===== src/rtl/uart_pkg.sv =====
// Shared UART receive definitions: FSM state encoding, data width and parity helper.
package uart_pkg;

   localparam int UART_DATA_BITS = 8;

   typedef enum logic [2:0] {
      RX_IDLE,
      RX_START,
      RX_DATA,
      RX_PARITY,
      RX_STOP
   } rx_state_t;

   // Expected parity bit: even parity by default, inverted for odd parity.
   function automatic logic parity_bit(input logic [UART_DATA_BITS-1:0] data, input logic odd);
      return (^data) ^ odd;
   endfunction

endpackage


===== src/rtl/uart_rx_tick_gen.sv =====
// Oversampling tick divider; the counter restarts on clear so ticks are phase-locked to the start edge.
module uart_rx_tick_gen #(
   parameter int CLK_RATE   = 100_000_000,
   parameter int BAUD_RATE  = 9600,
   parameter int OVERSAMPLE = 16
) (
   input  logic clk,
   input  logic rst,
   input  logic clear,
   output logic tick
);
   localparam int DIV = CLK_RATE / (BAUD_RATE * OVERSAMPLE);
   localparam int CW  = (DIV > 1) ? $clog2(DIV) : 1;
   localparam logic [CW-1:0] LAST = CW'(DIV - 1);

   logic [CW-1:0] r_cnt;

   always_ff @(posedge clk) begin
      if (rst || clear)
         r_cnt <= '0;
      else if (r_cnt == LAST)
         r_cnt <= '0;
      else
         r_cnt <= r_cnt + 1'b1;
   end

   assign tick = (r_cnt == LAST);

endmodule


===== src/rtl/uart_rx.sv =====
// UART receiver: start-bit validation at mid-bit, 8 data bits LSB first, stop check, valid/ready output.
// Optional parity bit compiled in with `define UART_RX_PARITY_EN.
module uart_rx
   import uart_pkg::*;
#(
   parameter int CLK_RATE   = 100_000_000,
   parameter int BAUD_RATE  = 9600,
   parameter int OVERSAMPLE = 16,
   parameter bit PARITY_ODD = 1'b0
) (
   input  logic                      clk,
   input  logic                      rst,
   input  logic                      rx_in,
   output logic [UART_DATA_BITS-1:0] rx_data,
   output logic                      rx_valid,
   input  logic                      rx_ready,
   output logic                      frame_err,
   output logic                      parity_err,
   output logic                      rx_overrun
);
   localparam int TW = $clog2(OVERSAMPLE);
   localparam logic [TW-1:0] HALF_LAST = TW'(OVERSAMPLE / 2 - 1);
   localparam logic [TW-1:0] BIT_LAST  = TW'(OVERSAMPLE - 1);

   rx_state_t r_state, w_next;
   logic r_sync1, r_sync2, r_prev;
   logic [TW-1:0] r_tcnt;
   logic [2:0] r_bit_idx;
   logic [UART_DATA_BITS-1:0] r_shift, r_data;
   logic r_valid, r_frame_err, r_overrun;
   logic w_tick, w_fall, w_half_done, w_bit_done;
   logic w_start_edge, w_data_smp, w_stop_smp, w_complete;

   uart_rx_tick_gen #(
      .CLK_RATE   (CLK_RATE),
      .BAUD_RATE  (BAUD_RATE),
      .OVERSAMPLE (OVERSAMPLE)
   ) u_tick (
      .clk   (clk),
      .rst   (rst),
      .clear (w_start_edge),
      .tick  (w_tick)
   );

   always_ff @(posedge clk) begin
      if (rst) begin
         r_sync1 <= 1'b1;
         r_sync2 <= 1'b1;
         r_prev  <= 1'b1;
      end else begin
         r_sync1 <= rx_in;
         r_sync2 <= r_sync1;
         r_prev  <= r_sync2;
      end
   end

   assign w_fall      = r_prev & ~r_sync2;
   assign w_half_done = w_tick && (r_state == RX_START) && (r_tcnt == HALF_LAST);
   assign w_bit_done  = w_tick && (r_tcnt == BIT_LAST);

   always_ff @(posedge clk) begin
      if (rst)
         r_state <= RX_IDLE;
      else
         r_state <= w_next;
   end

   always_comb begin
      w_next = r_state;
      case (r_state)
         RX_IDLE:  if (w_fall) w_next = RX_START;
         RX_START: if (w_half_done) w_next = r_sync2 ? RX_IDLE : RX_DATA;
`ifdef UART_RX_PARITY_EN
         RX_DATA:   if (w_bit_done && r_bit_idx == 3'd7) w_next = RX_PARITY;
         RX_PARITY: if (w_bit_done) w_next = RX_STOP;
`else
         RX_DATA:   if (w_bit_done && r_bit_idx == 3'd7) w_next = RX_STOP;
`endif
         RX_STOP:  if (w_bit_done) w_next = RX_IDLE;
         default:  w_next = RX_IDLE;
      endcase
   end

`ifdef UART_RX_PARITY_EN
   logic w_par_smp;
`endif

   always_comb begin
      w_start_edge = 1'b0;
      w_data_smp   = 1'b0;
      w_stop_smp   = 1'b0;
`ifdef UART_RX_PARITY_EN
      w_par_smp    = 1'b0;
`endif
      case (r_state)
         RX_IDLE:   w_start_edge = w_fall;
         RX_DATA:   w_data_smp   = w_bit_done;
`ifdef UART_RX_PARITY_EN
         RX_PARITY: w_par_smp    = w_bit_done;
`endif
         RX_STOP:   w_stop_smp   = w_bit_done;
         default: ;
      endcase
   end

   always_ff @(posedge clk) begin
      if (rst || r_state == RX_IDLE)
         r_tcnt <= '0;
      else if (w_tick)
         r_tcnt <= (w_half_done || w_bit_done) ? '0 : r_tcnt + 1'b1;
   end

   always_ff @(posedge clk) begin
      if (rst || r_state == RX_IDLE || r_state == RX_START)
         r_bit_idx <= '0;
      else if (w_data_smp)
         r_bit_idx <= r_bit_idx + 1'b1;
   end

   always_ff @(posedge clk) begin
      if (rst)
         r_shift <= '0;
      else if (w_data_smp)
         r_shift <= {r_sync2, r_shift[UART_DATA_BITS-1:1]};
   end

`ifdef UART_RX_PARITY_EN
   logic r_par_err, r_parity_err;

   always_ff @(posedge clk) begin
      if (rst || r_state == RX_START)
         r_par_err <= 1'b0;
      else if (w_par_smp)
         r_par_err <= (r_sync2 != parity_bit(r_shift, PARITY_ODD));
   end

   always_ff @(posedge clk) begin
      if (rst)
         r_parity_err <= 1'b0;
      else
         r_parity_err <= w_stop_smp & r_sync2 & r_par_err;
   end

   assign w_complete = w_stop_smp & r_sync2 & ~r_par_err;
   assign parity_err = r_parity_err;
`else
   logic w_unused_parity;
   assign w_unused_parity = PARITY_ODD;
   assign w_complete      = w_stop_smp & r_sync2;
   assign parity_err      = 1'b0;
`endif

   // A completing byte loads only if the output slot is free or being drained this cycle.
   always_ff @(posedge clk) begin
      if (rst) begin
         r_data      <= '0;
         r_valid     <= 1'b0;
         r_frame_err <= 1'b0;
         r_overrun   <= 1'b0;
      end else begin
         r_frame_err <= w_stop_smp & ~r_sync2;
         r_overrun   <= w_complete & r_valid & ~rx_ready;
         if (w_complete && (!r_valid || rx_ready)) begin
            r_data  <= r_shift;
            r_valid <= 1'b1;
         end else if (r_valid && rx_ready) begin
            r_valid <= 1'b0;
         end
      end
   end

   assign rx_data    = r_data;
   assign rx_valid   = r_valid;
   assign frame_err  = r_frame_err;
   assign rx_overrun = r_overrun;

endmodule


===== config.mk =====
export PLATFORM = sky130hd
export DESIGN_NAME = uart_rx
export DESIGN_NICKNAME = d
export VERILOG_FILES = /design/src/rtl/uart_pkg.sv /design/src/rtl/uart_rx_tick_gen.sv /design/src/rtl/uart_rx.sv
export SDC_FILE = /design/constraint.sdc
export NUM_CORES = 1
export LEC_CHECK = 0
export CORE_ASPECT_RATIO = 0.7
export CORE_MARGIN = 2
export CORE_UTILIZATION = 57
export DETAILED_ROUTE_END_ITERATION = 7
export PLACE_DENSITY = 0.79
export SKIP_LAST_GASP = 1
export SLEW_MARGIN = 20
export SYNTH_ARGS = -nofsm -noshare
export SYNTH_HDL_FRONTEND = slang
export SYNTH_SLANG_ARGS = --single-unit

===== constraint.sdc =====
create_clock -name clk -period 2.69 [get_ports clk]
set_input_delay 0.4035 -clock clk [delete_from_list [all_inputs] [get_ports clk]]
set_output_delay 0.4035 -clock clk [all_outputs]
set_load 0.005 [all_outputs]

==> summary.md <==
| Metric | Value |
|---|---|
| Finished Layout Cells | 240 |
| Ratio of cells with drive above 1 in the final layout | 9.90% |
| Antenna Cells | 0 |
| HP Class | reg2reg |
| Seq/Total Area, Yosys | 45.7% |
| Worst path depth | 5 |
| Pre-CTS setup slack | 918 ps |
| Storage element area | 841 sq um |
| Number of cell rows | 17 |
| Post-synth EDFFs | 0 |
| Seq pwr share | 58.8% |
| Final Setup Violations | 0 |
| CTS buffer count | 5 |
| Layout overhead on the synthesized area | 13.1% |
| CP top delay family | simple AND/OR/NAND/NOR gates |
| Setup Skew | 4.90 ps |
| Clock Latency Late Sink | 290 ps |
| Post-cts gate resize count | 0 |
| Async SR Flop Fraction | 0% |
| Slowest library cell on the worst path | and4b_1 |
| Final worst slack | 939 ps |
| Buf/Inv on CP | 0 |
| H-tree depth | 2 |
| Clk root buf | clkbuf_8 |
| Nets@finish | 210 |
| Sw frac | 21.3% |
| R2R cell count | 5 |
| Count of buffers from port buffering | 14 |
| CP arrival | 1930 ps |
| Clock Power Share | 38.1% |
| Sw Pwr | 230 uW |
| TritonCTS clock tree | done |
| Hold_ws | 417 ps |
| Synth area leader | dfxtp_1 |
| Area contributors post-synth | dfxtp_1 46%, mux2i_1 10%, nand2b_1 6.1%, nor2_1 4.1%, ha_1 3.4% |
| Hpwl dp | 2.37 mm |
| Achievable frequency | 571 MHz |
| Final number of hold-violating endpoints | 0 |
| Hold Path Cell Cnt | 1 |
| Synth unique cells | 43 |
| Via density | 5.58 |
| Placed cells | 232 |
| Critical Path End Type | flop |
| Critical path launch point type | flop |
| Total clock sinks | 42 |
| DRC | 0 |
| Pin count of the biggest net entering global routing | 30 |
| Maxcap violations | 0 |
| Worst slew pin tran | 499 ps |
| Cell Area, Synth | 1840 sq um |
| Filler cells | 247 |
| DIE HEIGHT | 51.5 um |
| Cell area after placement | 1990 sq um |
| Max FO, Critical Path | 8 |
| Maximum VDD drop | 353 uV |
| Io pins | 16 |
| DR WL/cell | 13.5 um |
| Synth Area per Inst | 9.88 sq um |
| Gpl congestion | 0.806 |
| Max Buffers Root-to-Sink | 2 |
| Unrepaired setup endpoints after global routing | no |
| Fin area | 2080 sq um |
| Final Max Tran Viols | 0 |
| Int Power | 851 uW |
| Min cycle time layout | 1750 ps |
| Aggregate global routing overflow | 0 |
| Status | finished clean |
| Hold_buf cts | 0 |
| Top_reg_cell synth | dfxtp_1 |
| CP peak stage delay | 390 ps |
| Setup TNS | 0 ps |
| Critical path, cell by cell | ha_1 -> and3_1 -> and4b_1 -> nand4_4 -> mux2i_1 |
| First-pass GRT wire length | 5.72 mm |
| Post-synthesis cell count | 186 |
| Overall Global Routing Usage | 20.3% |
| Synth top area share | 45.7% |
| CP required | 2870 ps |
| Vias in the first global route | 1242 |
| Total Wirelength | 3.23 mm |
| Number of DRC markers in iteration 0 | 45 |
| Via count | 1340 |
| Die width | 71.9 um |
| Top-count cell post-synth | dfxtp_1 |
| Period utilisation layout | 65.1% |
| Post-synthesis register bit count | 42 |
| Area of the multi-input gates | 932 sq um |
| Post-synth top cells | 42 x dfxtp_1, 20 x nor2_1, 19 x mux2i_1, 18 x nand2b_1, 13 x nand2_1 |
| Synth warnings | 0 |
| Starting density of the core | 59.2% |
| Relative max-transition margin | 66.6% |
| DR pass1 iterations | 4 |
| Leakage power total | 0.000870 uW |
| Antenna violations before repair | 0 |
| Pwr per Cell Area | 520 nW/um^2 |
| Core box area | 3110 sq um |
| Combinational power share | 3.1% |
| Post-Syn Nets | 195 |
| Clk slew on worst S/H paths | 70 ps |
| Setup bufs post-CTS | 0 |
| Antenna Violating Nets Remaining | 0 |
| Die area | 3700 sq um |
| WS Path Type | reg2reg |
[layer usage]
| metal | track usage, % | routed length [um] | vias to the layer above |
|---|---|---|---|
| met2 | 28.9 | 1380 | 40 |
| met5 | 0 | 0 | - |
| met4 | 7.23 | 55 | 0 |
| met1 | 28.0 | 1620 | 621 |
| met3 | 7.95 | 185 | 6 |
| li1 | - | - | 673 |
[logic make-up after synthesis]
logic type | Yosys count | share of synthesized area (%)
simple gates | 86 | 28.1
flops | 42 | 45.7
mux | 19 | 10.3
compound gates | 13 | 4.83
buf+inv | 12 | 3.54
xor+xnor | 8 | 3.81
fa+ha+maj | 5 | 3.40
other cells | 1 | 0.204
[layout by cell type (no fill, tap or decap), drive strengths merged, types with 2 or more instances in the layout]
cell	count
or2	3
nand4	3
dfxtp	42
a21oi	6
nand2b	19
xor2	2
nand3	8
a41oi	2
inv	5
clkbuf	7
or3b	2
ha	5
nand3b	2
and3	2
clkdlybuf4s50	14
nor3b	3
mux2i	19
nor2	20
xnor2	6
nor3	3
nand2	13
[registers in the layout, summed over array words and instances (netlist names)]
signal and cells:
rx_data 8, r_sync2 1, r_sync1 1, rx_valid 1, u_tick.r_cnt 10, r_tcnt 4
r_prev 1, r_shift 8, frame_err 1, rx_overrun 1, r_bit_idx 3, r_state 3
[power by group through the flow]
stage               clock, uW  sequential [uW]  combinational [uW]
floorplan                   0              648                24.8
global placement            0              649                32.9
detailed placement          0              650                33.5
CTS                       420              635                33.6
global route              452              637                37.6
finish                    412              635                33.5
[per-stage QoR]
stage / util, % / total power (uW)
3_5_place_dp: 64.0 / 683
6_report: 66.9 / 1080
2_1_floorplan: - / 673
3_3_place_gp: 64.0 / 682
5_1_grt: 66.9 / 1130
4_1_cts: 66.9 / 1090
[path summary, 6_finish.rpt]
kind	slack [ps]	startpoint	end
worst max-delay path	940	r_tcnt[0]	rx_data[5]
worst min-delay path	420	r_sync1	r_sync2
worst max register to register	940	r_tcnt[0]	rx_data[5]
worst min register to register	420	r_sync1	r_sync2
[final cells by class]
cell class / count / area share [%]
clock buffer: 7 / 4.15
clock inverter: 1 / 0.241
inverter: 5 / 0.903
multi-input combinational: 132 / 44.9
sequential: 42 / 40.5
tap: 38 / 2.29
timing repair buffer: 15 / 7.10
Note: power is estimated with default switching activity, not from simulation.
